$ cat src/rtl/oai_mac_array.sv
// oai_mac_array: bit-serial multiply-accumulate over N_CH channels of OAI bit multipliers, two weight rows.
// Optional macro OAI_MAC_ZSKIP_EN: an all-zero activation vector bypasses COMPUTE and returns 0 at once.
module oai_mac_array #(
    parameter int unsigned WW    = 12,
    parameter int unsigned N_CH  = 8,
    parameter int unsigned XW    = 8,
    parameter int unsigned ACC_W = WW + XW + $clog2(N_CH)
) (
    input  logic                    clk,
    input  logic                    rst_n,
    input  logic                    w_we,
    input  logic                    w_row,
    input  logic [$clog2(N_CH)-1:0] w_ch,
    input  logic [WW-1:0]           w_data,
    output logic                    w_err,
    input  logic                    in_valid,
    output logic                    in_ready,
    input  logic [N_CH*XW-1:0]      x_data,
    input  logic                    bank_sel,
    output logic                    out_valid,
    input  logic                    out_ready,
    output logic [ACC_W-1:0]        out_data,
    output logic                    busy
);

    localparam int unsigned CH_W = $clog2(N_CH);
    localparam int unsigned TW   = WW + CH_W;
    localparam int unsigned KW   = (XW > 1) ? $clog2(XW) : 1;

    typedef enum logic [1:0] {
        S_IDLE    = 2'd0,
        S_COMPUTE = 2'd1,
        S_DONE    = 2'd2
    } state_t;

    state_t             state;
    state_t             state_d;

    logic [WW-1:0]      w0_q [N_CH];
    logic [WW-1:0]      w1_q [N_CH];
    logic [N_CH*XW-1:0] x_sr;
    logic               bank_q;
    logic [KW-1:0]      k_q;
    logic [ACC_W-1:0]   acc_q;

    logic               accept_c;
    logic               zero_c;
    logic               w_drop_c;
    logic [TW-1:0]      tree_c;
    logic [ACC_W-1:0]   acc_next_c;
    logic [WW-1:0]      oa_c;
    logic [WW-1:0]      ob_c;
    logic [WW-1:0]      nx_c;
    logic [WW-1:0]      e_c;

    logic               in_ready_d;
    logic               busy_d;
    logic               out_valid_d;
    logic [ACC_W-1:0]   out_data_d;

    assign accept_c = in_valid && in_ready;

`ifdef OAI_MAC_ZSKIP_EN
    assign zero_c = (x_data == '0);
`else
    assign zero_c = 1'b0;
`endif

    // A write targeting the row in use is dropped; on the accept edge the new bank is the one in use.
    assign w_drop_c = w_we && (((state != S_IDLE) && (w_row == bank_q)) ||
                               (accept_c && (w_row == bank_sel)));

    // Per-channel OAI bit product on the current activation bit, summed by the adder tree.
    always_comb begin
        tree_c = '0;
        oa_c   = '0;
        ob_c   = '0;
        nx_c   = '0;
        e_c    = '0;
        for (int unsigned i = 0; i < N_CH; i++) begin
            nx_c   = {WW{~x_sr[i*XW + XW - 1]}};
            oa_c   = bank_q ? '1 : w0_q[i];
            ob_c   = bank_q ? w1_q[i] : '1;
            e_c    = ~((oa_c | nx_c) & (ob_c | nx_c));
            tree_c = tree_c + TW'(e_c);
        end
    end

    assign acc_next_c = (acc_q << 1) + ACC_W'(tree_c);

    // State register
    always_ff @(posedge clk or negedge rst_n) begin
        if (!rst_n) state <= S_IDLE;
        else        state <= state_d;
    end

    // Next-state logic
    always_comb begin
        state_d = state;
        case (state)
            S_IDLE:    if (accept_c) state_d = zero_c ? S_DONE : S_COMPUTE;
            S_COMPUTE: if (k_q == '0) state_d = S_DONE;
            S_DONE:    if (out_valid && out_ready) state_d = S_IDLE;
            default:   state_d = S_IDLE;
        endcase
    end

    // Next values of the registered outputs
    always_comb begin
        in_ready_d  = (state_d == S_IDLE);
        busy_d      = (state_d != S_IDLE);
        out_valid_d = out_valid;
        out_data_d  = out_data;
        case (state)
            S_IDLE: begin
                if (accept_c && zero_c) begin
                    out_valid_d = 1'b1;
                    out_data_d  = '0;
                end
            end
            S_COMPUTE: begin
                if (k_q == '0) begin
                    out_valid_d = 1'b1;
                    out_data_d  = acc_next_c;
                end
            end
            S_DONE: begin
                if (out_valid && out_ready) out_valid_d = 1'b0;
            end
            default: out_valid_d = 1'b0;
        endcase
    end

    always_ff @(posedge clk or negedge rst_n) begin
        if (!rst_n) begin
            in_ready  <= 1'b0;
            busy      <= 1'b0;
            out_valid <= 1'b0;
            out_data  <= '0;
            w_err     <= 1'b0;
        end else begin
            in_ready  <= in_ready_d;
            busy      <= busy_d;
            out_valid <= out_valid_d;
            out_data  <= out_data_d;
            w_err     <= w_drop_c;
        end
    end

    // Datapath; shifting the whole vector is safe since only each channel's MSB is read within XW steps.
    always_ff @(posedge clk or negedge rst_n) begin
        if (!rst_n) begin
            x_sr   <= '0;
            bank_q <= 1'b0;
            k_q    <= '0;
            acc_q  <= '0;
        end else if (accept_c) begin
            x_sr   <= x_data;
            bank_q <= bank_sel;
            k_q    <= KW'(XW - 1);
            acc_q  <= '0;
        end else if (state == S_COMPUTE) begin
            x_sr   <= x_sr << 1;
            k_q    <= k_q - KW'(1);
            acc_q  <= acc_next_c;
        end
    end

    // Weights held inverted; all-ones is a zero weight.
    always_ff @(posedge clk or negedge rst_n) begin
        if (!rst_n) begin
            for (int unsigned i = 0; i < N_CH; i++) begin
                w0_q[i] <= '1;
                w1_q[i] <= '1;
            end
        end else if (w_we && !w_drop_c) begin
            if (w_row) w1_q[w_ch] <= ~w_data;
            else       w0_q[w_ch] <= ~w_data;
        end
    end

endmodule

$ cat config.mk
export PLATFORM = sky130hd
export DESIGN_NAME = oai_mac_array
export DESIGN_NICKNAME = d
export VERILOG_FILES = /design/src/rtl/oai_mac_array.sv
export SDC_FILE = /design/constraint.sdc
export NUM_CORES = 1
export LEC_CHECK = 0
export ABC_AREA = 1
export CAP_MARGIN = 20
export CORE_MARGIN = 4
export CORE_UTILIZATION = 60
export DETAILED_ROUTE_END_ITERATION = 12
export GPL_TIMING_DRIVEN = 0
export PLACE_DENSITY = 0.81
export SLEW_MARGIN = 20
export SYNTH_ARGS = -nofsm -noshare
export SYNTH_HDL_FRONTEND = slang
export SYNTH_SLANG_ARGS = --single-unit
$ cat constraint.sdc
create_clock -name clk -period 6.1 [get_ports clk]
set_input_delay 1.22 -clock clk [delete_from_list [all_inputs] [get_ports clk]]
set_output_delay 1.22 -clock clk [all_outputs]
set_load 0.02 [all_outputs]
==> reports/results.ini <==
[run_status]
run_status = finished clean

[global_route]
antenna_found_initial = 0
overflow = 0
grt_max_degree = 105
grt_pass1_wl_um = 75900
gr-usage-all-layers = 0.316
grt_pass1_vias = 14200

[timing]
skew_ps = 14.1
period_needed_ps = 5740
fmax_mhz = 174
period_share = 0.941
setup_viol = 0
slew_viol_final = 0
hold_viol_final = 0
max_slew_margin = 0.488
holdWs_ps = 477
worstMarginPinSlew_ps = 768
rsz0062_at_grt = false

[critical_path]
cp_max_fo = 10
cp-end-kind = register
cp-start-kind = register
worstSetupPathType = register to register
worstPathArrival_ps = 6200
worst_ep_required_time_ps = 6560

[cts]
cts_tree = built
numCtsBuffers = 34
ctsHoldBuffers = 0
cts.clk_slew.worst_paths_ps = 60
clock_latency_ps = 520
postCtsSetupRepairBufs = 0
clock_sinks = 311
clk_path_buf_depth = 3
cts_root_buf = clkbuf_16
htree_levels = 2

[layout]
area_growth_pct = 16.9
final_nets = 2235
postLayoutCellArea_um2 = 19100
fillers = 2012
drive_gt1_frac = 0.136
antennaDiodeCount = 0

[synth]
ys_ff_latch = 311
synth_cell_types = 30
seq_area_frac_synth = 0.490
synth_warnings = 0
synth_flop_cell = dfstp_2
netlist_top_cells_area = dfstp_2 (31%), dfrtp_1 (18%), nand2_1 (15%)
yosysTopAreaCell = dfstp_2
yosysMostFrequentCell = nand2_1
synth_area_per_cell_um2 = 8.65
synth-edff-count = 0
synthesis.instances = 1893
synth_fp_nets = 2085
synth-async-reset-ratio = 1.00
synth_top_area_frac = 0.308
synth_area_um2 = 16400
synthTopCellsByCount = nand2_1 (675), o21ai_0 (219), dfstp_2 (192), inv_1 (189), nand3_1 (133)

[placed_design]
place_area_um2 = 18000
place_hpwl_um = 35100
portBuffers = 111
routabilityCongestion = 0.927

[die]
start_util = 0.609
ios = 113
core_um2 = 26900
die_w_um = 173
rows = 60
die_area_um2 = 30000
die_h_um = 173

[detailed_routing]
routed_wl_um = 47300
drc_errors = 0
wl_per_cell_um = 19.6
detailroute.via_count = 14000
drtAntennaViolNets = 0
dr.pass1.iters = 6
viasPerCell = 5.80
drt_iter0_markers = 1451

[flow_run]
drv_cap = 0

[min_path]
hp-class = register to register

area by class of cell:
cell class / instances / area, µm² / area share
clock inverter: 11 / 141 / 0.00739
clock buffer: 49 / 998 / 0.0522
tap: 341 / 427 / 0.0223
inverter: 192 / 721 / 0.0377
buffer: 102 / 415 / 0.0217
timing repair buffer: 114 / 1200 / 0.0626
multi-input combinational: 1288 / 7210 / 0.377
sequential: 311 / 8020 / 0.419
timing repair:
action                                  in CTS  in global routing
resized for setup                            0                  1
endpoints found under the hold margin        0                  0
endpoints found under the setup margin       0                  3
per-stage QoR:
step                setup WS [ps]  TNS (ps)  utilization  instances
global route                 72.5         0        0.712       2408
finish                        357         0        0.712       2408
CTS                           332         0        0.712       2408
detailed placement            333         0        0.669       2348
floorplan                    1320         0            -       1893
global placement            -9070  -2059750        0.666       2345
layer usage:
metal | track usage | wire, µm
met5 | 0 | 0
met1 | 0.419 | 19000
met4 | 0.105 | 1560
met2 | 0.526 | 23000
met3 | 0.0667 | 3720
critical path, stage by stage (launching register included):
cell and delay, ps:
dfrtp_1 320, buf_2 180, buf_1 610, buf_1 510
nand2_1 130, nand3_1 140, fa_1 440, inv_1 130
fa_1 500, fa_1 580, inv_1 50, fa_1 470
inv_1 40, ha_1 360, nand3_1 140, or2_2 310
or2_2 290, nand3b_1 80, nand2_1 50, nand2_1 150
nand2_1 80, nand2_1 80
flip-flops by register name, indices dropped and copies added, names as in the netlist, 2 cells and up:
register / cells
out_data: 23
k_q: 3
x_sr: 64
state: 2
w0_q: 96
acc_q: 22
w1_q: 96
path summary, 6_finish.rpt:
path | from | endpoint | slack [ps] | cells after the start
hold reg to reg | out_data[13]$_DFFE_PN0P_ | out_data[13]$_DFFE_PN0P_ | 480 | 2
setup reg to reg | bank_q$_DFFE_PN0P_ | acc_q[12]$_DFFE_PN0P_ | 360 | 21
max in group asynchronous | rst_n | w0_q[14]$_DFFE_PN1P_ | 4280 | 3
setup / recovery | bank_q$_DFFE_PN0P_ | acc_q[12]$_DFFE_PN0P_ | 360 | 21
min in group asynchronous | rst_n | acc_q[15]$_DFFE_PN0P_ | 570 | 1
hold / removal | out_data[13]$_DFFE_PN0P_ | out_data[13]$_DFFE_PN0P_ | 480 | 2
cell families (layout without fill, tap and decap cells):
group | Yosys count | count (layout) | share of synthesized area
xor+xnor | 7 | 7 | 0.00375
flops | 311 | 311 | 0.490
simple gates | 858 | 858 | 0.211
compound gates | 317 | 317 | 0.107
fa+ha+maj | 106 | 106 | 0.119
buf+inv | 294 | 468 | 0.0693
placed cells by master, fill, tap and decap left out, types with 5 or more instances in the layout:
cell and n:
clkbuf_16 35, buf_1 10, inv_1 189, nand3_1 133, xnor2_1 5, clkbuf_1 73, dfrtp_1 119, o21ai_0 219
a21oi_1 43, ha_1 24, dfstp_2 192, o211ai_1 35, nand2_1 675, nor2_1 24, nand3b_1 6, nor3_1 10
clkdlybuf4s50_1 110, clkbuf_8 7, o221ai_1 15, clkbuf_2 9, fa_1 82, buf_2 17
Power is not shown: default switching activity piles up to over one toggle a cycle in this logic, so the estimate is an artifact.
